**config.mk**
```make
export PLATFORM = sky130hd
export DESIGN_NAME = hazard_forward_unit
export DESIGN_NICKNAME = d
export VERILOG_FILES = /design/src/rtl/hazard_pkg.sv /design/src/rtl/fwd_select.sv /design/src/rtl/hazard_forward_unit.sv
export SDC_FILE = /design/constraint.sdc
export NUM_CORES = 1
export LEC_CHECK = 0
export CAP_MARGIN = 40
export CORE_UTILIZATION = 43
export CTS_CLUSTER_DIAMETER = 80
export CTS_CLUSTER_SIZE = 30
export DETAILED_ROUTE_END_ITERATION = 6
export DONT_BUFFER_PORTS = 1
export GPL_ROUTABILITY_DRIVEN = 1
export GPL_TIMING_DRIVEN = 0
export SETUP_SLACK_MARGIN = 0.3
export SLEW_MARGIN = 20
export SYNTH_ARGS = -nofsm -noshare
export SYNTH_HDL_FRONTEND = slang
export SYNTH_SLANG_ARGS = --single-unit
```
**constraint.sdc**
```tcl
create_clock -name clk -period 4.8 [get_ports clk]
set_clock_uncertainty 0.15 [all_clocks]
set_input_delay 0.96 -clock clk [delete_from_list [all_inputs] [get_ports clk]]
set_output_delay 0.96 -clock clk [all_outputs]
set_load 0.01 [all_outputs]
```
**src/rtl/hazard_pkg.sv**
```systemverilog
// hazard_pkg: operand-mux select codes and freeze-FSM state encoding shared by the hazard unit
package hazard_pkg;
    localparam logic [1:0] FWD_RF     = 2'b00;
    localparam logic [1:0] FWD_MEM_WB = 2'b01;
    localparam logic [1:0] FWD_EX_MEM = 2'b10;
    typedef enum logic {RUN = 1'b0, WAIT = 1'b1} state_t;
endpackage

```
**src/rtl/fwd_select.sv**
```systemverilog
// fwd_select: forwarding-path select for one source operand
//   rs                 source register of the EX instruction
//   ex_mem_*           MEM-slot write qualifier, load flag, destination
//   mem_wb_*           WB-slot write qualifier, destination
//   sel                FWD_EX_MEM / FWD_MEM_WB / FWD_RF
module fwd_select import hazard_pkg::*; #(
    parameter int REG_W = 5
) (
    input  logic [REG_W-1:0] rs,
    input  logic             ex_mem_reg_write,
    input  logic             ex_mem_mem_read,
    input  logic [REG_W-1:0] ex_mem_rd,
    input  logic             mem_wb_reg_write,
    input  logic [REG_W-1:0] mem_wb_rd,
    output logic [1:0]       sel
);
    logic hit_ex_mem;
    logic hit_mem_wb;
    // a load in MEM has no data yet, so it cannot feed EX; the nearer producer wins
    assign hit_ex_mem = ex_mem_reg_write && ex_mem_rd != '0 && ex_mem_rd == rs && !ex_mem_mem_read;
    assign hit_mem_wb = mem_wb_reg_write && mem_wb_rd != '0 && mem_wb_rd == rs;
    assign sel = hit_ex_mem ? FWD_EX_MEM : hit_mem_wb ? FWD_MEM_WB : FWD_RF;
endmodule

```
**src/rtl/hazard_forward_unit.sv**
```systemverilog
// hazard_forward_unit: operand forwarding, load-use stall and multi-cycle load freeze
//   id_ex_rs / if_id_rs    packed sources of EX / ID instruction, REG_W bits each
//   if_id_rs_use           per-source "actually read" mask for ID
//   id_ex_*, ex_mem_*, mem_wb_*  slot qualifiers and destinations
//   stall_cnt_clr          synchronous clear of stall_cnt
//   fwd_sel                2-bit operand mux select per source
//   stall_if/stall_id/bubble_ex  load-use stall controls
//   freeze                 hold every pipeline register while a load occupies MEM
//   stall_cnt              saturating count of stalled cycles
module hazard_forward_unit import hazard_pkg::*; #(
    parameter int REG_W    = 5,
    parameter int NUM_SRC  = 2,
    parameter int MEM_WAIT = 0,
    parameter int CNT_W    = 16
) (
    input  logic                     clk,
    input  logic                     rst_n,
    input  logic [NUM_SRC*REG_W-1:0] id_ex_rs,
    input  logic [NUM_SRC*REG_W-1:0] if_id_rs,
    input  logic [NUM_SRC-1:0]       if_id_rs_use,
    input  logic                     id_ex_valid,
    input  logic                     id_ex_mem_read,
    input  logic [REG_W-1:0]         id_ex_rd,
    input  logic                     ex_mem_valid,
    input  logic                     ex_mem_reg_write,
    input  logic                     ex_mem_mem_read,
    input  logic [REG_W-1:0]         ex_mem_rd,
    input  logic                     mem_wb_reg_write,
    input  logic [REG_W-1:0]         mem_wb_rd,
    input  logic                     stall_cnt_clr,
    output logic [NUM_SRC*2-1:0]     fwd_sel,
    output logic                     stall_if,
    output logic                     stall_id,
    output logic                     bubble_ex,
    output logic                     freeze,
    output logic [CNT_W-1:0]         stall_cnt
);
    localparam logic       HAS_WAIT = MEM_WAIT != 0;
    localparam logic [2:0] CNT_INIT = 3'(MEM_WAIT - 1);
    state_t     state;
    logic [2:0] cnt;
    logic       trig;
    logic       lu;
    logic       lu_hit;
    genvar g;
    generate
        for (g = 0; g < NUM_SRC; g++) begin : g_src
            fwd_select #(.REG_W(REG_W)) u_sel (
                .rs               (id_ex_rs[g*REG_W +: REG_W]),
                .ex_mem_reg_write (ex_mem_reg_write),
                .ex_mem_mem_read  (ex_mem_mem_read),
                .ex_mem_rd        (ex_mem_rd),
                .mem_wb_reg_write (mem_wb_reg_write),
                .mem_wb_rd        (mem_wb_rd),
                .sel              (fwd_sel[g*2 +: 2])
            );
        end
    endgenerate
    always_comb begin
        lu_hit = 1'b0;
        for (int i = 0; i < NUM_SRC; i++)
            lu_hit = lu_hit | (if_id_rs_use[i] && if_id_rs[i*REG_W +: REG_W] == id_ex_rd);
    end
    assign lu        = id_ex_valid && id_ex_mem_read && id_ex_rd != '0 && lu_hit;
    assign trig      = ex_mem_valid && ex_mem_mem_read && HAS_WAIT;
    // the cycle a WAIT run ends the held load is still in MEM, so trig is ignored there
    assign freeze    = state == RUN ? trig : cnt != '0;
    assign stall_if  = lu && !freeze;
    assign stall_id  = stall_if;
    assign bubble_ex = stall_if;
    always_ff @(posedge clk or negedge rst_n) begin
        if (!rst_n) begin
            state <= RUN;
            cnt   <= '0;
        end else if (state == RUN) begin
            if (trig) begin
                state <= WAIT;
                cnt   <= CNT_INIT;
            end
        end else if (cnt != '0) begin
            cnt <= cnt - 3'd1;
        end else begin
            state <= RUN;
        end
    end
    always_ff @(posedge clk or negedge rst_n) begin
        if (!rst_n)
            stall_cnt <= '0;
        else if (stall_cnt_clr)
            stall_cnt <= '0;
        else if ((freeze || lu) && stall_cnt != '1)
            stall_cnt <= stall_cnt + 1'b1;
    end
endmodule

```
Word level (Yosys, flattened, before mapping)
Index checks and enable logic that the tools add are counted.
Word-level totals
  ROM bits: 0
  bits in writable memories: 0
  bits in latches: 0
  memories kept: 0
  flip-flop bits (word level): 20
  logic and storage cells: 46
  output and inout bits: 24
  input port bits: 46
Cells by class
  shift operators: 0
  bitwise logic cells: 1
  add/sub/neg operators: 2
  multiplexer cells: 9
  $lt $le $gt $ge: 0
  eq/ne operators: 7
  multipliers: 0
  divide/modulo/power cells: 0
  reductions and logical operators: 24
Operator list (number)
  $mux 16: 2
  $eq 5x5->1: 6
  $add 16x1->16 const B: 1
  $ne 16x16->1 const B: 1
  $logic_and 1x1->1: 15
  $reduce_bool 5->1: 3
  $mux 1: 5
  $mux 2: 2
  $reduce_bool 3->1: 1
  $sub 3x1->3 const B: 1
  $logic_not 1->1: 2
  $reduce_and 2->1: 1
  $reduce_bool 2->1: 1
  $logic_or 1x1->1: 1
  $or 1x1->1: 1

Longest topological paths before layout
Gate-level depths: netlist of the first run.
  depth in word-level cells: 8
  mapped depth: 8
  mapped depth without buffers: 8

Hierarchy
A second synthesis of the first run with hierarchy kept.
Unflattened totals
  cells, all modules: 185
  area, all modules: 1626.6 µm²
Modules (own cells, without submodules)
  hazard_forward_unit: sequential area each 500.5 µm², times used 1, cells each 141, area an instance 1288.7 µm²
  fwd_select: sequential area each 0.0 µm², times used 2, cells each 22, area an instance 168.9 µm²

Worst setup path after synthesis of the first run
No wires, ideal clock.
  path kind: input to output
  start: in ex_mem_rd[0]
  end: out fwd_sel[0]
  arrival time: 2208 ps
  stages: 4
  path buffers: 0
  data required time: 3690 ps
  path slack: 1482 ps
  cell sequence: or4_1 -> o21ai_0 -> nor4_1 -> nor4_1
On the way
  word-level cells in the longest chain between the ends: 5
  elaborated cells between the ends (all ways): 6
  those cells by class: eq/ne (1); mux (1); reduce/logical (4)
Ends and longest elaborated chain
  from (decl): RTL line hazard_forward_unit.sv:27  | input logic [REG_W-1:0] ex_mem_rd,
  $reduce_bool 5->1: RTL line fwd_select.sv:20  | assign hit_ex_mem = ex_mem_reg_write && ex_mem_rd != '0 && ex_mem_rd == rs && !ex_mem_mem_read;
  $logic_and 1x1->1: RTL line fwd_select.sv:20
  $logic_and 1x1->1 * (2 in series): RTL line fwd_select.sv:20
  named net g_src[0].u_sel.hit_ex_mem: RTL line fwd_select.sv:17  | logic hit_ex_mem;
  $mux 2 *: RTL line fwd_select.sv:22  | assign sel = hit_ex_mem ? FWD_EX_MEM : hit_mem_wb ? FWD_MEM_WB : FWD_RF;
  to (decl): RTL line hazard_forward_unit.sv:31  | output logic [NUM_SRC*2-1:0] fwd_sel,
The timed path passes the listed nets; every way through them passes the cells marked *.

Final worst setup path of the first run
Same ends and word-level chain as after synthesis.

==> results.md, run 1 <==
- Run status: complete, no violations
- Crit Path Class: primary input to output pin
- Hpwl dp: 2550 µm
- Final worst path period need: 3.42 ns
- Cell family with most CP delay: simple AND/OR/NAND/NOR gates
- FILL cells: roughly 330
- Post-synthesis xor/xnor area fraction: 21.5%
- Final Hold Fails: 0
- Die area: 3740 µm²
- Buffers on Ports: 0
- CP max stage cell: nor4_1
- Share of the clock period used by the worst path: a little under three quarters
- Mapped Cells: ~160
- CTS tree: done
- RSZ-0062 raised after global routing: false
- # setup viols final: 0
- Arr. time, crit path: around 2.3 ns
- CTS max path bufs: 2
- Post-synthesis adder-cell area fraction: 2.50%
- Synth Net Count: 213
- Slew of the pin with the lowest slew margin: 0.549 ns
- Clock Latency Late Sink: 0.29 ns
- Async SR Flop Fraction: 100%
- Crit-path cells: or4_1, o21ai_0, nor4_1, nor4_1
- Post-CTS Setup Bufs: 0
- Post-synthesis sequential area ratio: ~33%
- H-tree depth: 1
- 1st-pass router iterations: 4
- Post-cts resize count: 0
- Largest area contributor in the netlist: dfrtp_1
- Global-route wire length before repair: ~4800 µm
- Initial DRC count: 30
- Die height: 61.1 µm
- Vias in the first global route: around 1100
- Final Instance Count excl. Fillers: between 200 and 250
- Post-Synth Simple-Gate Area: approximately 25%
- Root Driver: clkbuf_4
- CP Launch Type: primary input
- Unique masters post-synth: 31
- Slew Viols, Final: 0
- Avg Cell Area, Syn: 9.17 µm²
- Synthesis-to-layout area growth: 5.32%
- DRC: 0
- Cts bufs inserted: 3
- Via count: between 1000 and 1500
- Synth area leaders: dfrtp_1 33%, xnor2_1 11%, xor2_1 10%, or4_1 4.0%, nor2_1 3.5%
- Cell Pwr Density: between 150 and 200 nW/µm²
- Design Area, Final: 1580 µm²
- Core ar.: between 3000 and 4000 µm²
- Row count: 21
- Tot GR Track Use: 17.2%
- Clock transition at path regs: 0.11 ns
- Post-DRT Antenna Nets: 0
- Area after DPL: around 1600 µm²
- Gpl congestion: ~0.75
- Worst Path Buf+Inv: 0
- Post-synthesis compound-gate area fraction: under 10%
- Max Clock Freq: a little under 0.3 GHz
- Peak supply drop: slightly below 0.1 mV
- Worst Path Max Fanout: 3
- Syn. warnings: 0
- WHS: between 0.15 and 0.2 ns
- Setup TNS: 0 ns
- Hold Crit Class: primary input to asynchronous set/reset pin
- Max Cap Viol: 0
- Mapped cell area: 1500 µm²
- # nets final: about 220
- Diode count: 0
- DR vias/cell: between 5 and 6
- Initial Utilization: a little under half
- Largest net degree at the start of global routing: 21
- CP most frequent cell: nor4_1
- Layout cells sized above 1: 11.4%
- Post-synth EDFFs: 0
- Ports: 70
- Cts hold-fix bufs: 0
- Grt total ovfl: 0
- Cells after DPL: 210
- CP Capture Type: output pin
- Avg WL per Cell: around 15 µm
- Synth Flop Type: dfrtp_1
- Initial antenna violation count: 0
- Slew headroom: between 60% and 70%
- Die Wd: 61.1 µm
- Multiplexer share of the synthesized area: 3.66%
- Post-synth top area share: 33.3%
- Total Wirelength: 3160 µm
- Largest family of logic cells by synthesized area: simple AND/OR/NAND/NOR gates
- CP max stage delay: ~0.53 ns
- Lkg Pwr: roughly 0.7 nW
- Clock sink total: 20
- Yosys reg bits: 20
- CP required: ~3.7 ns
-- cells in the mapped netlist, types with 2 or more instances --
master / instances
nor3_1: 5
o21ai_0: 7
and3_1: 2
nand2_1: 9
buf_4: 4
o31ai_1: 2
or4_1: 8
mux2_2: 4
or3_1: 2
ha_1: 3
xor2_1: 18
inv_1: 8
nor2b_1: 6
nor2_1: 14
nand4_1: 4
dfrtp_1: 20
a21oi_1: 4
nand3_1: 10
xnor2_1: 19
nor4_1: 4
-- cells by family (layout without fill, tap and decap cells) --
logic type | Yosys count | in the layout
AND/OR/NAND/NOR | 68 | 68
flip-flops | 20 | 20
buffers and inverters | 14 | 17
adder cells (fa/ha/maj) | 3 | 3
multiplexers | 5 | 5
AO/OA/AOI/OAI | 17 | 17
XOR/XNOR | 37 | 37
-- routing by layer --
layer | track usage (%) | vias up | share of wire, %
met2 | 29.7 | 41 | 50
li1 | - | 579 | -
met5 | 0 | - | 0
met1 | 21.2 | 577 | 41
met3 | 3.99 | 2 | 7.9
met4 | 5.84 | 0 | 0.60
-- sequential cells by signal, indices dropped and copies added (netlist names) --
name	count
stall_cnt	16
state	1
cnt	3
-- final cells by class --
| type | count | area, µm² | area share, % |
|---|---|---|---|
| multi-input combinational | 130 | 935 | 59.0 |
| clock buffer | 3 | 22.5 | 1.42 |
| sequential | 20 | 500 | 31.6 |
| buffer | 6 | 38.8 | 2.45 |
| inverter | 8 | 30.0 | 1.90 |
| tap | 46 | 57.6 | 3.63 |
-- power by group --
| group | switching [mW] | internal, mW |
|---|---|---|
| sequential | 0.000227 | 0.169 |
| combinational | 0.0165 | 0.0202 |
| clock | 0.0506 | 0.0292 |
| total | 0.0674 | 0.218 |
-- worst paths after layout --
path,startpoint,end,cells past startpoint,slack [ns]
min in group clk,cnt[2],cnt[2],2,0.37
worst max-delay path,ex_mem_rd[0],fwd_sel[0],4,1.38
worst min register to register,cnt[2],cnt[2],2,0.37
worst max register to register,cnt[1],stall_cnt[5],8,2.41
max in group asynchronous,rst_n,stall_cnt[8],0,4.24
worst min-delay path,rst_n,stall_cnt[4],0,0.19
-- metrics by stage --
| stage | power [mW] | worst slack [ns] | utilization [%] |
|---|---|---|---|
| floorplan | 0.204 | 1.48 | - |
| global placement | 0.208 | 1.39 | 46.8 |
| detailed placement | 0.209 | 1.39 | 46.8 |
| CTS | 0.290 | 1.36 | 47.5 |
| global route | 0.300 | 1.15 | 47.5 |
| finish | 0.285 | 1.38 | 47.5 |
-- layout by cell type (no fill, tap or decap), drive strengths merged --
cell | Yosys | routed
dfrtp | 20 | 20
xnor2 | 19 | 19
xor2 | 18 | 18
nor2 | 14 | 14
nand3 | 10 | 10
nand2 | 10 | 10
or4 | 8 | 8
inv | 8 | 8
o21ai | 7 | 7
nor2b | 6 | 6
nor3 | 5 | 5
buf | 5 | 5
nor4 | 4 | 4
nand4 | 4 | 4
mux2 | 4 | 4
a21oi | 4 | 4
clkbuf | 1 | 4
ha | 3 | 3
and3 | 2 | 2
or3 | 2 | 2
o31ai | 2 | 2
nand2b | 1 | 1
o22a | 1 | 1
o211ai | 1 | 1
o221ai | 1 | 1
and4 | 1 | 1
a22oi | 1 | 1
mux2i | 1 | 1
nand4b | 1 | 1
Note: power is estimated with default switching activity, not from simulation.
==> run 2: changes to the inputs <==
--- a/config.mk
+++ b/config.mk
@@ -5,6 +5,7 @@
 export SDC_FILE = /design/constraint.sdc
 export NUM_CORES = 1
 export LEC_CHECK = 0
+export ABC_AREA = 1
 export CAP_MARGIN = 40
 export CORE_UTILIZATION = 43
 export CTS_CLUSTER_DIAMETER = 80
==> constraint.sdc (replaced) <==
create_clock -name clk -period 3 [get_ports clk]
set_clock_uncertainty 0.15 [all_clocks]
set_input_delay 0.6 -clock clk [delete_from_list [all_inputs] [get_ports clk]]
set_output_delay 0.6 -clock clk [all_outputs]
set_load 0.01 [all_outputs]
==> run 2 against run 1 <==
Cell count rose by 54%. Total power is 120% higher. Worst setup slack lost 0.81 ns. Global-route usage is 3.4 points higher. Sequential power grew 60%. Area after synthesis increased by 21%. Sequential share of layout area shrank 6.2 points. Clock power rose to 3.5 times the previous value. Non-clock buffer count rose by 6. Wire length is 33% higher. Critical endpoint is now stall_id. Largest cell class unchanged. Largest power group is now the clock network.
==> results.md, run 2 <==
- Hpwl dp: 3220 µm (+26%)
- Initial antenna violation count: 0 (unchanged)
- Layout cells sized above 1: 8.66% (-2.7 points)
- Largest family of logic cells by synthesized area: simple AND/OR/NAND/NOR gates
- CP most frequent cell: ha_1
- Register area: 500 µm² (unchanged)
- Largest area contributor in the netlist: dfrtp_1
- H-tree depth: 1 (unchanged)
- Arr. time, crit path: 1.68 ns (-0.63 ns)
- Vias in the first global route: 1580 (+41%)
- Gpl congestion: 0.834 (+11%)
- Max reg flops: 16 (unchanged)
- Total Wirelength: 4190 µm (+33%)
- R2R setup slack: 0.73 ns (-1.68 ns)
- PnR worst setup slack: 0.574 ns (-0.805 ns)
- Synth Net Count: 320 (+50%)
- Critical R2R Launch: cnt[0]
- Post-synthesis xor/xnor area fraction: 11.1% (-10 points)
- Mapped cell area: 1810 µm² (+21%)
- Synthesis-to-layout area growth: 8.70%
- Post-Synth Simple-Gate Area: 43.1% (+18 points)
- CP max stage delay: 0.38 ns (-0.15 ns)
- Most common cell in the netlist: nand2_1
- Crit path from: cnt[0]
- Via count: 1690 (+41%)
- Grt total ovfl: 0 (unchanged)
- Async SR Flop Fraction: 100% (unchanged)
- Avg Cell Area, Syn: 6.69 µm² (-27%)
- Commonest non-fill, non-tap cell in the layout: nand2_1
- Post-DRT Antenna Nets: 0 (unchanged)
- Synth Flop Type: dfrtp_1
- FILL cells: 426 (+30%)
- Hold EP: cnt[0]
- CTS max path bufs: 2 (unchanged)
- Share of the clock period used by the worst path: between 80% and 90%
- Slew headroom: 66.4% (+3.3 points)
- Root Driver: clkbuf_8
- Initial DRC count: 86 (+190%)
- Post-Place Setup Slack: 0.558 ns (-0.830 ns)
- Crit. path cell count: 6 (+2)
- Ports: 70 (unchanged)
- Post-CTS Setup Bufs: 0 (unchanged)
- Tot GR Track Use: 20.6% (+3.4 points)
- CP max stage cell: dfrtp_1
- Synth area leaders: dfrtp_1 28%, nand2_1 15%, inv_1 8.5%, nand4_1 7.6%, nand3_1 6.9%
- Clock sink total: 20 (unchanged)
- RSZ-0062 raised after global routing: false
- Cell Pwr Density: 315 nW/µm² (+75%)
- Avg WL per Cell: 12.8 µm (-14%)
- Initial Utilization: 45.0% (-0.069 points)
- CTS tree: done
- Post-synth top area share: 27.6% (-5.7 points)
- Die height: 66.9 µm (+9.5%)
- Slew of the pin with the lowest slew margin: 0.504 ns (-0.0452 ns)
- Row count: 23 (+9.5%)
- Crit Path Class: flop to output pin
- Cts bufs inserted: 3 (unchanged)
- Hold Crit Class: flop to flop
- CP Capture Type: output pin
- # setup viols final: 0 (unchanged)
- 1st-pass router iterations: 4 (unchanged)
- CP required: 2.25 ns (-1.44 ns)
- Die Wd: 66.9 µm (+9.5%)
- Unique masters post-synth: 30 (-3.2%)
- Multi-input gate area: 1090 µm² (+17%)
- Top cells by count, synth: 71 x nand2_1, 41 x inv_1, 26 x nor2_1
- Crit-path cells: inv_1, ha_1, ha_1, nor2_2, nor2_1, buf_4
- Biggest regs: stall_cnt: 16 flops, cnt: 3 flops, state: 1 flops
- Commonest cells after routing, fill and taps aside: 71 x nand2_1, 41 x inv_1, 25 x nand3_1, 25 x nor2_1, 22 x nand4_1
- Yosys reg bits: 20 (unchanged)
- Largest net degree at the start of global routing: 21 (unchanged)
- Die area: 4480 µm² (+20%)
- Final worst path period need: between 2 and 2.5 ns
- # nets final: 327 (+50%)
- CP Launch Type: flop
- Syn. warnings: 0 (unchanged)
- Post-synthesis compound-gate area fraction: 3.86% (-5.5 points)
- Final Hold Fails: 0 (unchanged)
- Run status: complete, no violations
- Post-synth EDFFs: 0 (unchanged)
- Max Clock Freq: ~0.41 GHz
- Setup TNS: 0 ns (unchanged)
- Worst Path Max Fanout: 5 (+2)
- Max Cap Viol: 0 (unchanged)
- Clock transition at path regs: 0.08 ns (-0.03 ns)
- Worst reg2reg path depth: 9 (+1)
- DR vias/cell: 5.17 (-8.2%)
- Top reg by flops: stall_cnt
- Lkg Pwr: 1.07 nW (+53%)
- Buffers on Ports: 0 (unchanged)
- Global-route wire length before repair: 7130 µm (+50%)
- Multiplexer share of the synthesized area: 0% (-3.7 points)
- Worst Path Buf+Inv: 2 (+2)
- Clock Latency Late Sink: 0.26 ns (-0.03 ns)
- Post-Route Utilization: 48.9% (+1.4 points)
- Critical R2R Capture: stall_cnt[0]
- Cell family with most CP delay: simple AND/OR/NAND/NOR gates
- Post-synthesis adder-cell area fraction: 2.07% (-0.43 points)
- DRC: 0 (unchanged)
- WHS: 0.329 ns (+0.139 ns)
- Hold depth: 1
- Mapped Cells: 271 (+65%)
- Post-synthesis sequential area ratio: 27.6% (-5.7 points)
- Diode count: 0 (unchanged)
- Core ar.: 4030 µm² (+21%)
- Peak supply drop: 0.248 mV (+160%)
- Slew Viols, Final: 0 (unchanged)
- HP Start: cnt[0]
==> run 2: per-stage QoR <==
step	total power [mW]	instance area, µm²	std cells
6_report	0.620	1970	327
4_1_cts	0.628	1960	326
2_1_floorplan	0.331	1810	271
3_5_place_dp	0.341	1880	321
3_3_place_gp	0.341	1880	321
5_1_grt	0.653	1970	327
==> run 2: cell families after synthesis <==
logic type | after synthesis
flops | 20
buf+inv | 52
xor+xnor | 23
fa+ha+maj | 3
compound gates | 12
simple gates | 161
==> run 2: timing repair <==
action                                  4_1_cts  5_1_grt
endpoints found under the setup margin        0        7
hold buffers                                  1        0
hold endpoints to repair                     20        0
resized for setup                             0        1
==> run 2: how the worst max path moves through the flow <==
| stage | end | slack, ns |
|---|---|---|
| CTS | stall_id | 0.40 |
| detailed placement | stall_cnt[14] | 0.56 |
| global placement | stall_cnt[0] | 0.63 |
| floorplan | stall_id | 0.84 |
| global route | stall_id | 0.43 |
| finish | stall_id | 0.57 |
==> run 2: area by class of cell <==
type | count | share of cell area, %
Timing Repair Buffer | 2 | 1.08
Multi-Input combinational cell | 199 | 55.4
Clock buffer | 3 | 2.10
Clock inverter | 1 | 1.52
Buffer | 10 | 3.30
Tap cell | 50 | 3.17
Sequential cell | 20 | 25.4
Inverter | 42 | 8.00
==> run 2: routing by layer <==
layer	up-vias	global-route usage (%)	part of all wire, %
li1	882	-	-
met1	750	28.3	48
met2	56	32.8	44
met3	2	5.48	7.5
met4	0	2.39	0.36
met5	-	0	0
==> run 2: where the power goes <==
group          total [mW]  switching (mW)  internal (mW)
clock               0.277          0.0983          0.178
combinational      0.0737          0.0422         0.0315
sequential          0.270        0.000389          0.269
total               0.620           0.141          0.479
==> run 3: changes to the inputs <==
==> constraint.sdc (replaced) <==
create_clock -name clk -period 2.4 [get_ports clk]
set_clock_uncertainty 0.15 [all_clocks]
set_input_delay 0.48 -clock clk [delete_from_list [all_inputs] [get_ports clk]]
set_output_delay 0.48 -clock clk [all_outputs]
set_load 0.01 [all_outputs]
==> run 3 against run 2 <==
First-iteration DRC count grew 13%. Final area grew 6.3%. Cell count grew 2.1%. Register-to-register slack lost 0.30 ns. Clock power grew 24%. Total power grew 25%. Utilization grew 3.1 points. Critical endpoint unchanged. Clock-buffer cell count is the same. Die area is the same.
==> results.md, run 3 (synthesized netlist as in run 2, its figures left out) <==
- Run status: complete, no violations
- CTS max path bufs: 2 (unchanged)
- Row count: 23 (unchanged)
- Initial Utilization: 45.0% (unchanged)
- Final Hold Fails: 0 (unchanged)
- Cell Pwr Density: 371 nW/µm² (+18%)
- Via count: 1685 (-0.30%)
- Final Instance Count excl. Fillers: 334 (+2.1%)
- Post-Route Utilization: 52.0% (+3.1 points)
- Worst Path Max Fanout: 5 (unchanged)
- Layout cells sized above 1: 14.4% (+5.8 points)
- Initial antenna violation count: 0 (unchanged)
- Cts bufs inserted: 3 (unchanged)
- Die area: 4480 µm² (unchanged)
- Final worst path period need: 2.06 ns
- # nets final: 334 (+2.1%)
- HP Start: stall_cnt_clr
- Hold Crit Class: primary input to flop
- Register area: 503 µm² (+0.50%)
- Commonest cells after routing, fill and taps aside: 71 x nand2_1, 39 x inv_1, 25 x nand3_1, 24 x nor2_1, 22 x nand4_1
- DRC: 0 (unchanged)
- CP Capture Type: output pin
- Post-Place Setup Slack: -0.0419 ns (-0.600 ns)
- Arr. time, crit path: 1.43 ns (-0.25 ns)
- Total Wirelength: 4270 µm (+2.0%)
- Share of the clock period used by the worst path: a little under nine tenths
- Flop pwr share: 43.5% (about the same)
- # setup viols final: 0 (unchanged)
- Lkg Pwr: 1.11 nW (+3.7%)
- Core ar.: 4030 µm² (unchanged)
- Synthesis-to-layout area growth: 15.5%
- Grt total ovfl: 0 (unchanged)
- Tot GR Track Use: 20.8% (+0.18 points)
- DR vias/cell: 5.04 (-2.4%)
- Clock sink total: 20 (unchanged)
- Diode count: 0 (unchanged)
- Gpl congestion: 0.834 (unchanged)
- Clk pwr share: 44.2% (-0.4 points)
- Crit path from: cnt[0]
- Vias in the first global route: 1596 (+1.0%)
- Commonest non-fill, non-tap cell in the layout: nand2_1
- Avg WL per Cell: 12.8 µm (-0.11%)
- Slew Viols, Final: 0 (unchanged)
- Largest net degree at the start of global routing: 21 (unchanged)
- WHS: 0.260 ns (-0.0693 ns)
- Max Clock Freq: slightly below 0.5 GHz
- Max reg flops: 16 (unchanged)
- Clock transition at path regs: 0.08 ns (about the same)
- Buffers on Ports: 0 (unchanged)
- Die Wd: 66.9 µm (unchanged)
- Die height: 66.9 µm (unchanged)
- Peak supply drop: 0.285 mV (+15%)
- FILL cells: 416 (-2.3%)
- 1st-pass router iterations: 4 (unchanged)
- Slew of the pin with the lowest slew margin: 0.484 ns (-0.0198 ns)
- RSZ-0062 raised after global routing: true
- R2R setup slack: 0.43 ns (-0.30 ns)
- Ports: 70 (unchanged)
- Hpwl dp: 3220 µm (unchanged)
- Slew headroom: 67.7% (+1.3 points)
- Pint: 0.600 mW (+25%)
- PnR worst setup slack: 0.343 ns (-0.230 ns)
- Top reg by flops: stall_cnt
- Cells after DPL: 321 (unchanged)
- Post-DRT Antenna Nets: 0 (unchanged)
- Root Driver: clkbuf_8
- H-tree depth: 1 (unchanged)
- Switch Pwr: 0.176 mW (+25%)
- Global-route wire length before repair: 7200 µm (+0.97%)
- Initial DRC count: 97 (+13%)
- CTS tree: done
- Critical R2R Launch: stall_cnt[0]
- Combinational share of power: 12.3% (+0.4 points)
- CP required: 1.77 ns (-0.48 ns)
- Biggest regs: stall_cnt: 16 flops, cnt: 3 flops, state: 1 flops
- Clock Latency Late Sink: 0.26 ns (about the same)
- Multi-input gate area: 1150 µm² (+5.0%)
- Switching Share: 22.7% (-0.048 points)
- CP Launch Type: flop
- Max Cap Viol: 0 (unchanged)
- Crit Path Class: flop to output pin
## run 3: per-layer routing
layer	GRT usage (%)	part of all wire, %	up-vias
met2	33.3	45	46
met5	0	0	-
met4	2.39	0.35	0
met1	28.4	49	743
met3	5.48	5.7	2
li1	-	-	894
## run 3: power groups by stage
stage	logic, mW	clock network (mW)	registers [mW]
global route	0.111	0.371	0.338
finish	0.0959	0.343	0.337
global placement	0.0821	0	0.344
floorplan	0.0698	0	0.344
detailed placement	0.0823	0	0.344
CTS	0.0918	0.356	0.337
## run 3: cell type report
type / count / share of cell area, %
inverters: 42 / 7.53
clock inverters: 1 / 1.43
clock buffers: 3 / 1.97
flip-flops and latches: 20 / 24.0
well taps: 50 / 2.99
repair buffers: 9 / 3.52
multi-input cells: 199 / 54.8
plain buffers: 10 / 3.76
## run 3: path summary, 6_finish.rpt
path,endpoint,cells past startpoint
worst max-delay path,stall_id,6
worst min-delay path,stall_cnt[4],3
worst max register to register,stall_cnt[14],9
worst min register to register,cnt[2],2
max in group asynchronous,stall_cnt[0],2
min in group asynchronous,stall_cnt[8],1
## run 3: per-stage QoR
stage | instance area [µm²] | power, mW | TNS, ns
after floorplan | 1810 | 0.414 | 0
after global placement | 1880 | 0.426 | 0
after detailed placement | 1880 | 0.427 | -0.186
after CTS | 1990 | 0.785 | 0
after global routing | 2090 | 0.820 | 0
final | 2090 | 0.776 | 0
## run 3: worst max-delay path, stage by stage, from the launching register on
cell,delay [ns]
dfrtp_1,0.38
inv_2,0.05
ha_4,0.15
ha_4,0.15
nor2_4,0.21
nor2_4,0.09
buf_6,0.13
## run 3: what timing repair did
action	in CTS	in global routing
pin swaps	4	5
endpoints found under the setup margin	19	21
hold buffers	1	0
resized for setup	8	14
buffers inserted	1	6
endpoints found under the hold margin	20	0
